[config.mk]
export PLATFORM = sky130hd
export DESIGN_NAME = rv32_ifetch_flat
export DESIGN_NICKNAME = d
export VERILOG_FILES = /design/src/rtl/rv32_ifetch_pkg.sv /design/src/rtl/rv32_ifetch_if.sv /design/src/rtl/rv32_ifetch_fifo.sv /design/src/rtl/rv32_ifetch.sv /design/src/flat_wrapper.sv
export SDC_FILE = /design/constraint.sdc
export NUM_CORES = 1
export LEC_CHECK = 0
export CAP_MARGIN = 30
export CELL_PAD_IN_SITES_DETAIL_PLACEMENT = 0
export CELL_PAD_IN_SITES_GLOBAL_PLACEMENT = 1
export CORE_ASPECT_RATIO = 2
export CORE_MARGIN = 2
export CORE_UTILIZATION = 43
export DETAILED_ROUTE_END_ITERATION = 16
export PLACE_DENSITY = 0.9
export SYNTH_ARGS = -nofsm -noshare
export SYNTH_HDL_FRONTEND = slang
export SYNTH_SLANG_ARGS = --single-unit
[constraint.sdc]
create_clock -name clk -period 4.4 [get_ports clk]
set_clock_uncertainty 0.1 [all_clocks]
set_input_delay 0.88 -clock clk [delete_from_list [all_inputs] [get_ports clk]]
set_output_delay 0.88 -clock clk [all_outputs]
set_load 0.1 [all_outputs]
[src/rtl/rv32_ifetch_pkg.sv]
// rtl/rv32_ifetch_pkg.sv - shared types and constants for the instruction fetch unit
package rv32_ifetch_pkg;

  localparam logic [31:0] NOP_INSTR = 32'h0000_0013;

  typedef enum logic [1:0] {
    IDLE = 2'd0,
    WAIT = 2'd1,
    DROP = 2'd2
  } state_t;

  typedef struct packed {
    logic [31:0] pc;
    logic [31:0] instr;
    logic        fault;
  } entry_t;

endpackage

[src/rtl/rv32_ifetch_if.sv]
// rtl/rv32_ifetch_if.sv - code-memory and decode-side signals of the fetch unit
interface rv32_ifetch_if;

  logic        imem_req;
  logic [31:0] imem_addr;
  logic        imem_ack;
  logic [31:0] imem_rdata;
  logic        imem_err;

  logic        if_valid;
  logic        if_ready;
  logic [31:0] if_instr;
  logic [31:0] if_pc;
  logic        if_fault;

  modport master (
    output imem_req, imem_addr, if_valid, if_instr, if_pc, if_fault,
    input  imem_ack, imem_rdata, imem_err, if_ready
  );

  modport slave (
    input  imem_req, imem_addr, if_valid, if_instr, if_pc, if_fault,
    output imem_ack, imem_rdata, imem_err, if_ready
  );

endinterface

[src/rtl/rv32_ifetch_fifo.sv]
// rtl/rv32_ifetch_fifo.sv - instruction buffer with synchronous clear
module rv32_ifetch_fifo
  import rv32_ifetch_pkg::*;
#(
  parameter int DEPTH = 2
) (
  input  logic   clk,
  input  logic   rst_n,
  input  logic   clr,
  input  logic   push,
  input  logic   pop,
  input  entry_t wdata,
  output logic   empty,
  output logic   full,
  output entry_t head
);

  localparam int PW = (DEPTH > 1) ? $clog2(DEPTH) : 1;
  localparam int CW = $clog2(DEPTH + 1);

  entry_t          mem [DEPTH];
  logic [PW-1:0]   wr_ptr;
  logic [PW-1:0]   rd_ptr;
  logic [CW-1:0]   count;
  logic            do_push;
  logic            do_pop;

  function automatic logic [PW-1:0] bump(input logic [PW-1:0] p);
    return (p == PW'(DEPTH - 1)) ? '0 : p + 1'b1;
  endfunction

  // Clear wins over any same-cycle push or pop.
  assign do_push = push && !full && !clr;
  assign do_pop  = pop && !empty && !clr;
  assign empty   = (count == '0);
  assign full    = (count == CW'(DEPTH));
  assign head    = mem[rd_ptr];

  always_ff @(posedge clk or negedge rst_n) begin
    if (!rst_n) begin
      wr_ptr <= '0;
      rd_ptr <= '0;
      count  <= '0;
    end else if (clr) begin
      wr_ptr <= '0;
      rd_ptr <= '0;
      count  <= '0;
    end else begin
      if (do_push) wr_ptr <= bump(wr_ptr);
      if (do_pop)  rd_ptr <= bump(rd_ptr);
      case ({do_push, do_pop})
        2'b10:   count <= count + 1'b1;
        2'b01:   count <= count - 1'b1;
        default: count <= count;
      endcase
    end
  end

  always_ff @(posedge clk) begin
    if (do_push) mem[wr_ptr] <= wdata;
  end

endmodule

[src/rtl/rv32_ifetch.sv]
// rtl/rv32_ifetch.sv - single-outstanding instruction fetch with a small decode buffer
module rv32_ifetch #(
  parameter int          DEPTH     = 2,
  parameter logic [31:0] NOP_INSTR = rv32_ifetch_pkg::NOP_INSTR
) (
  input  logic           clk,
  input  logic           rst_n,
  input  logic           enable,
  input  logic           flush,
  input  logic [31:0]    pc,
  output logic           busy,
  rv32_ifetch_if.master  bus
);

  import rv32_ifetch_pkg::*;

  state_t      state;
  state_t      state_n;
  logic        load_addr;
  logic        push;
  logic [31:0] addr_q;
  entry_t      wdata;
  entry_t      head;
  logic        empty;
  logic        full;

  always_ff @(posedge clk or negedge rst_n) begin
    if (!rst_n) state <= IDLE;
    else        state <= state_n;
  end

  always_ff @(posedge clk or negedge rst_n) begin
    if (!rst_n)         addr_q <= '0;
    else if (load_addr) addr_q <= pc;
  end

  // busy drops only on the cycle a response is accepted into the buffer.
  always_comb begin
    state_n   = state;
    load_addr = 1'b0;
    push      = 1'b0;
    busy      = 1'b1;
    case (state)
      IDLE: begin
        if (enable && !flush && !full) begin
          state_n   = WAIT;
          load_addr = 1'b1;
        end
      end
      WAIT: begin
        if (bus.imem_ack) begin
          state_n = IDLE;
          if (!flush) begin
            push = 1'b1;
            busy = 1'b0;
          end
        end else if (flush) begin
          state_n = DROP;
        end
      end
      DROP: begin
        if (bus.imem_ack) state_n = IDLE;
      end
      default: state_n = IDLE;
    endcase
  end

  assign wdata.pc    = addr_q;
  assign wdata.instr = bus.imem_err ? NOP_INSTR : bus.imem_rdata;
  assign wdata.fault = bus.imem_err;

  rv32_ifetch_fifo #(.DEPTH(DEPTH)) u_fifo (
    .clk   (clk),
    .rst_n (rst_n),
    .clr   (flush),
    .push  (push),
    .pop   (bus.if_valid && bus.if_ready),
    .wdata (wdata),
    .empty (empty),
    .full  (full),
    .head  (head)
  );

  // Head fields are gated so stale storage never shows while the buffer is empty.
  assign bus.imem_req  = (state != IDLE);
  assign bus.imem_addr = addr_q;
  assign bus.if_valid  = !empty;
  assign bus.if_instr  = empty ? '0 : head.instr;
  assign bus.if_pc     = empty ? '0 : head.pc;
  assign bus.if_fault  = !empty && head.fault;

endmodule

[src/flat_wrapper.sv]
// flat-port wrapper written by rule: the top's interface ports become plain ports
module rv32_ifetch_flat import rv32_ifetch_pkg::*;
#(
  parameter int          DEPTH     = 2,
  parameter logic [31:0] NOP_INSTR = rv32_ifetch_pkg::NOP_INSTR
)
  (clk, rst_n, enable, flush, pc, busy, bus_imem_req, bus_imem_addr, bus_if_valid, bus_if_instr, bus_if_pc, bus_if_fault, bus_imem_ack, bus_imem_rdata, bus_imem_err, bus_if_ready);
  rv32_ifetch_if bus_i ();
  input  logic clk;
  input  logic rst_n;
  input  logic enable;
  input  logic flush;
  input  logic [31:0] pc;
  output logic busy;
  output wire logic [$bits(bus_i.imem_req)-1:0] bus_imem_req;
  output wire logic [$bits(bus_i.imem_addr)-1:0] bus_imem_addr;
  output wire logic [$bits(bus_i.if_valid)-1:0] bus_if_valid;
  output wire logic [$bits(bus_i.if_instr)-1:0] bus_if_instr;
  output wire logic [$bits(bus_i.if_pc)-1:0] bus_if_pc;
  output wire logic [$bits(bus_i.if_fault)-1:0] bus_if_fault;
  input wire logic [$bits(bus_i.imem_ack)-1:0] bus_imem_ack;
  input wire logic [$bits(bus_i.imem_rdata)-1:0] bus_imem_rdata;
  input wire logic [$bits(bus_i.imem_err)-1:0] bus_imem_err;
  input wire logic [$bits(bus_i.if_ready)-1:0] bus_if_ready;
  assign bus_imem_req = bus_i.imem_req;
  assign bus_imem_addr = bus_i.imem_addr;
  assign bus_if_valid = bus_i.if_valid;
  assign bus_if_instr = bus_i.if_instr;
  assign bus_if_pc = bus_i.if_pc;
  assign bus_if_fault = bus_i.if_fault;
  assign bus_i.imem_ack = bus_imem_ack;
  assign bus_i.imem_rdata = bus_imem_rdata;
  assign bus_i.imem_err = bus_imem_err;
  assign bus_i.if_ready = bus_if_ready;
  rv32_ifetch #(.DEPTH(DEPTH), .NOP_INSTR(NOP_INSTR)) u_core (.clk(clk), .rst_n(rst_n), .enable(enable), .flush(flush), .pc(pc), .busy(busy), .bus(bus_i));
endmodule
==> results of run 1 <==
## flip-flops by register name (all words and copies together) (netlist names)
register and flops:
u_core.u_fifo.rd_ptr 1, u_core.u_fifo.wr_ptr 1, u_core.u_fifo.count 2, u_core.u_fifo.mem 130, u_core.bus.imem_addr 32, u_core.state 2
## worst min path at each step
stage / start / end / slack [ps] / depth (start not counted)
finish: u_core.bus.imem_addr[3] / u_core.u_fifo.mem[0][36] / 390 / 0
global route: u_core.bus.imem_addr[3] / u_core.u_fifo.mem[1][36] / 410 / 0
CTS: u_core.bus.imem_addr[3] / u_core.u_fifo.mem[1][36] / 400 / 0
detailed placement: u_core.bus.imem_addr[3] / u_core.u_fifo.mem[1][36] / 380 / 0
global placement: u_core.bus.imem_addr[12] / u_core.u_fifo.mem[0][45] / 380 / 0
floorplan: u_core.bus.imem_addr[0] / u_core.u_fifo.mem[0][33] / 360 / 0
## cells in the mapped netlist, types with 2 or more instances
master / number
o21ai_0: 3
nor3_1: 2
buf_1: 4
dfrtp_1: 38
clkbuf_1: 7
buf_4: 32
a21oi_1: 2
a31oi_1: 3
inv_1: 3
edfxtp_1: 130
buf_2: 10
mux2i_1: 65
nor2_1: 69
mux2_2: 32
nor2b_1: 31
nand3_1: 2
or2_2: 4
## cell type report
class,count,area [µm²]
clock buffer,20,468
multi-input combinational,224,1650
sequential,168,4860
clock inverter,12,129
tap,201,251
inverter,4,15.0
timing repair buffer,177,1680
fill,1253,6640
## metrics by stage
step,power (W),hold slack [ps],area [µm²],setup slack (ps),std cells
floorplan,0.00275,359,6840,654,449
CTS,0.00442,395,9050,739,806
global placement,0.00292,376,8430,1110,773
global route,0.00453,413,9050,601,806
finish,0.00438,394,9050,790,806
detailed placement,0.00294,377,8460,1020,774
## cells in the final DEF, fill, tap and decap left out, types with 3 or more instances in the layout
cell / instances
mux2_2: 32
buf_4: 44
clkdlybuf4s50_1: 130
nor2b_1: 31
mux2i_1: 65
edfxtp_1: 130
or2_2: 4
clkinv_4: 3
clkbuf_16: 18
o21ai_0: 3
nor2_1: 68
a31oi_1: 3
dfrtp_1: 37
inv_6: 4
## worst max-delay path, delay by kind of cell (launching register included)
kind | cells | cell delay [ps]
and+or+nand+nor | 2 | 720
DFF | 1 | 490
buffers and inverters | 1 | 1000
## logic make-up after synthesis
family | count (synthesis) | share of synthesized area
AO/OA/AOI/OAI | 9 | 0.00750
XOR/XNOR | 1 | 0.00128
buffers and inverters | 57 | 0.0507
flip-flops | 168 | 0.710
multiplexers | 97 | 0.148
AND/OR/NAND/NOR | 117 | 0.0832
## metal layers
metal,vias up,part of all wire,global-route usage
li1,1860,-,-
met1,1968,0.36,0.167
met2,124,0.57,0.315
met3,20,0.048,0.0429
met4,0,0.025,0.0776
met5,-,0,0
## report_power, final
group          total, W  internal (W)  leakage [nW]  switching [W]
combinational  0.000989      0.000264          1.26       0.000725
sequential      0.00191       0.00183          1.64      0.0000807
clock           0.00147      0.000845         0.287       0.000628
==> reports/summary.md, run 1 <==
- 0.000429 V — Max rail drop VDD
- 0.0170 mm² — die outline area
- 0.577 — fin util
- 182 µm — Vert. Die Dim
- 2100 ps — internal reg-to-reg setup slack
- 32.3% — layout overhead on the synthesized area
- 3420 ps — worst endpoint required time
- 29 — Max FO, Critical Path
- 168 — number of synthesized register bits
- 1020 ps — worst slew pin tran
- 0.710 — portion of the post-synthesis area used by sequential elements
- 93.2 µm — die width
- 0.571 — share of Yosys cell area claimed by the top area cell type
- u_core.state[1] — reg2reg start
- nor2_4, nor2_1, clkdlybuf4s50_1 — worst path cell trace
- 4246 — vias in the first global route
- 21.4 mm — first-pass GRT wire length
- 0 — count of antenna-violating nets left after detailed routing
- 0 — Post-CTS Hold Buffers
- no — unrepaired setup endpoints after global routing
- 4 — Max H-tree Level
- 0.436 — starting density of the core
- 0 — diode insertion count for antenna repair
- 17 — total clock buffers created by CTS
- edfxtp_1 (57%), dfrtp_1 (14%), mux2i_1 (9.5%), mux2_2 (5.3%), nor2_1 (3.8%) — biggest area contributors in the synthesized netlist
- 2 — largest buffer count on any clock path
- 483 mW/mm² — Power per Cell Area
- 420 ps — clock latency on the worst-skew pair
- edfxtp_1 — flip-flop cell with the highest count after synthesis
- 0.226 — share of flip-flops with an asynchronous set or reset
- edfxtp_1 — Synth area leader
- 0 — post-CTS sizing
- 130 — number of enable-type register cells in the synthesized netlist
- 0 — total setup violations reported at the end of the flow
- clkdlybuf4s50_1 — slowest library cell on the worst path
- 70 ps — clk slew on worst S/H paths
- 40 — pin count of the biggest net entering global routing
- 6 — total iterations of the first detailed-routing run
- 29 — Synth cell types
- clkbuf_16 — root cell of the clock tree
- 0.0157 mm² — Core Box Area
- 0 ps — final total negative setup slack
- 0 — grt ovf
- 0 — antenna violations before repair
- 0 — setup repair bufs after CTS
- 0 — total of max-cap violations
- 0 — Max Slew Vio Count
- flip-flop to flip-flop — HP Class
- 4.93 — drt via density
- 520 — Mapped Nets
- 0.168 — overall fraction of global-route tracks in use
- finished, final reports clean — result of the run
- 0 — Warnings, synthesis
- 9.47 mm — estimated wirelength of the detail-placed design
- 663 — Final Net Count
- 3.18 nW — standby leakage power
- built — clock tree from TritonCTS
- bus_if_instr[31] — capturing element of the worst setup path
- u_core.u_fifo.mem[0][1] — endpoint of the worst register-to-register path
- 15.2 µm² — Avg Cell Area, Syn
- 449 — Mapped Cells
- output pin — CP endpoint kind
- 16.8 µm — average wire length per cell after detail routing
- 0.00684 mm² — cell area after synthesis
- 13.6 mm — aggregate routed wire length
- 0.757 — final weighted congestion in routability-driven placement
- 171 — number of primary I/O pins
- u_core.u_fifo.count[0] — CP Launch Point
- 3610 ps — post-layout minimum cycle time
- 0 — number of remaining DRC errors
- 179 — violation count after the first detailed-route iteration
- flip-flop — critical path startpoint category
- 3972 — detailed-route via count
- 1000 ps — maximum cell stage delay along the critical path
- flip-flop to output pin — Worst Setup Path Type
- 0.821 — final period utilization
- 5 — depth of the worst register-to-register path
- 168 — number of sinks handled by clock tree synthesis
- 0.315 — headroom to the max-slew limit
- 65 — number of core rows
- 277 MHz — peak clock frequency supported by timing
- 2630 ps — Arr. time, crit path
- 0 — Final Hold Violating Endpoints
- 0.202 — share of final-layout standard cells stronger than drive strength 1
- 170 — input/output buffers
Note: power is estimated with default switching activity, not from simulation.
==> run 2: changes to the inputs <==
--- a/config.mk
+++ b/config.mk
@@ -10,9 +10,9 @@
 export CELL_PAD_IN_SITES_GLOBAL_PLACEMENT = 1
 export CORE_ASPECT_RATIO = 2
 export CORE_MARGIN = 2
-export CORE_UTILIZATION = 43
+export CORE_UTILIZATION = 40
 export DETAILED_ROUTE_END_ITERATION = 16
-export PLACE_DENSITY = 0.9
+export PLACE_DENSITY = 0.85
 export SYNTH_ARGS = -nofsm -noshare
 export SYNTH_HDL_FRONTEND = slang
 export SYNTH_SLANG_ARGS = --single-unit
==> constraint.sdc (replaced) <==
create_clock -name clk -period 3.35 [get_ports clk]
set_clock_uncertainty 0.1 [all_clocks]
set_input_delay 0.67 -clock clk [delete_from_list [all_inputs] [get_ports clk]]
set_output_delay 0.67 -clock clk [all_outputs]
set_load 0.1 [all_outputs]
==> run 2 against run 1 <==
Register-to-register slack worse by 930 ps. Highest routed layer unchanged. Cell count up 0.74%. Worst setup slack worse by 380 ps. Critical path depth up 1. Via count down 0.96%. Flip-flop and latch count unchanged.
==> reports/summary.md, run 2 (synthesized netlist as in run 1, its figures left out) <==
- finished, final reports clean — result of the run
- 0.822 — final weighted congestion in routability-driven placement, +8.5%
- 4 — Max H-tree Level, unchanged
- 125 — violation count after the first detailed-route iteration, -30%
- 60 ps — clk slew on worst S/H paths, about the same
- 1170 ps — internal reg-to-reg setup slack, -930 ps
- 0 — grt ovf, unchanged
- edfxtp_1 (130), buf_4 (102), clkdlybuf4s50_1 (69) — most frequent cells in the layout
- flip-flop — critical path startpoint category
- 4 — total iterations of the first detailed-routing run, -2
- 2 — largest buffer count on any clock path, unchanged
- 340 MHz — peak clock frequency supported by timing
- 96.5 µm — die width, +3.5%
- 0.408 — starting density of the core, -0.0278
- 2940 ps — post-layout minimum cycle time
- 649 mW/mm² — Power per Cell Area, +34%
- 130 — max reg flops, unchanged
- 4238 — vias in the first global route, -0.19%
- 9.13 mm — estimated wirelength of the detail-placed design, -3.6%
- 0 — setup repair bufs after CTS, unchanged
- output pin — CP endpoint kind
- buf_12, mux2i_1, nor2_1, buf_4 — worst path cell trace
- 0 ps — final total negative setup slack, unchanged
- 171 — number of primary I/O pins, unchanged
- 0.389 — headroom to the max-slew limit, +0.0741
- 0 — Max Slew Vio Count, unchanged
- 0 — total setup violations reported at the end of the flow, unchanged
- 663 — Final Net Count, unchanged
- 20.7 mm — first-pass GRT wire length, -3.4%
- 4.84 — drt via density, -1.7%
- no — unrepaired setup endpoints after global routing
- 0.878 — final period utilization
- 2 — Buf+Inv Stages, Crit Path, +1
- 0 — count of antenna-violating nets left after detailed routing, unchanged
- 0 — Final Hold Violating Endpoints, unchanged
- 0.0168 mm² — Core Box Area, +6.8%
- 0.153 — overall fraction of global-route tracks in use, -0.0148
- 168 — number of sinks handled by clock tree synthesis, unchanged
- 0.00898 mm² — total non-filler cell area in the finished layout, -0.86%
- flip-flop to output pin — Worst Setup Path Type
- 0 — number of remaining DRC errors, unchanged
- primary input to asynchronous set/reset pin — HP Class
- 31.2% — layout overhead on the synthesized area
- 0.0182 mm² — die outline area, +7.3%
- 720 ps — maximum cell stage delay along the critical path, -280 ps
- 3934 — detailed-route via count, -0.96%
- 2170 ps — Arr. time, crit path, -460 ps
- 67 — number of core rows, +3.1%
- 0 — total of max-cap violations, unchanged
- dfrtp_4 — slowest library cell on the worst path
- 17 — total clock buffers created by CTS, unchanged
- 0.00835 mm² — cell area reported after detailed placement, -1.2%
- 420 ps — clock latency on the worst-skew pair, about the same
- 66 — pin count of the biggest net entering global routing, +65%
- 0.299 — share of final-layout standard cells stronger than drive strength 1, +0.0975
- 0 — post-CTS sizing, unchanged
- u_core.u_fifo.count[0] — reg2reg start
- 916 ps — worst slew pin tran, -108 ps
- u_core.bus.imem_addr[30] — endpoint of the worst register-to-register path
- edfxtp_1 — leading cell type in the layout, fill and taps excluded
- 189 µm — Vert. Die Dim, +3.6%
- 0 — diode insertion count for antenna repair, unchanged
- 3.28 nW — standby leakage power, +3.1%
- built — clock tree from TritonCTS
- flip-flops — largest delay contributor family on the critical path
- 2580 ps — worst endpoint required time, -840 ps
- 13.4 mm — aggregate routed wire length, -1.5%
- 0 — antenna violations before repair, unchanged
- 170 — input/output buffers, unchanged
- u_core.u_fifo.mem — Largest Register
- 41 — Max FO, Critical Path, +41%
- clkbuf_16 — root cell of the clock tree
- 0.000568 V — Max rail drop VDD, +32%
- 16.5 µm — average wire length per cell after detail routing, -2.2%
- 0 — Post-CTS Hold Buffers, unchanged
- 3 — depth of the worst register-to-register path, -2
-- run 2: worst max path at each step --
| stage | startpoint | endpoint | slack [ps] | cells past startpoint |
|---|---|---|---|---|
| after floorplan | u_core.u_fifo.rd_ptr | bus_if_instr[0] | 310 | 5 |
| after global placement | flush | u_core.u_fifo.mem[0][10] | 400 | 6 |
| after detailed placement | flush | u_core.bus.imem_addr[30] | 350 | 4 |
| after CTS | u_core.u_fifo.rd_ptr | bus_if_instr[24] | 370 | 4 |
| after global routing | u_core.u_fifo.rd_ptr | bus_if_instr[24] | 290 | 4 |
| final | u_core.u_fifo.rd_ptr | bus_if_instr[24] | 410 | 4 |
-- run 2: routing by layer --
layer	vias up	global-route usage	share of wire
met4	0	0.0726	0.028
li1	1855	-	-
met2	127	0.278	0.56
met5	-	0	0
met1	1928	0.151	0.35
met3	24	0.0474	0.058
-- run 2: report_power, final --
| part | internal [W] | switching [W] | leakage, nW |
|---|---|---|---|
| Clock | 0.00127 | 0.000782 | 0.299 |
| Sequential | 0.00241 | 0.000102 | 1.64 |
| Combinational | 0.000315 | 0.000953 | 1.35 |
| Total | 0.00399 | 0.00184 | 3.28 |
-- run 2: area by class of cell --
type	count	area (µm²)
Fill cell	1409	7790
Clock inverter	11	171
Sequential cell	168	4860
Clock buffer	21	450
Tap cell	207	259
Multi-Input combinational cell	224	1660
Inverter	4	18.8
Timing Repair Buffer	177	1560
-- run 2: through the flow --
step	utilization	power, W	setup slack (ps)	hold slack, ps	cells
after floorplan	-	0.00361	310	274	449
after global placement	0.498	0.00380	401	376	780
after detailed placement	0.498	0.00383	354	383	780
after CTS	0.535	0.00590	368	286	812
after global routing	0.535	0.00604	290	333	812
final	0.535	0.00583	409	280	812
==> run 3: changes to the inputs <==
--- a/config.mk
+++ b/config.mk
@@ -11,6 +11,7 @@
 export CORE_ASPECT_RATIO = 2
 export CORE_MARGIN = 2
 export CORE_UTILIZATION = 40
+export CTS_CLUSTER_SIZE = 16
 export DETAILED_ROUTE_END_ITERATION = 16
 export PLACE_DENSITY = 0.85
 export SYNTH_ARGS = -nofsm -noshare
==> results of run 3 <==
Same layout as run 2: the final DEF is identical, and so are final timing and power.
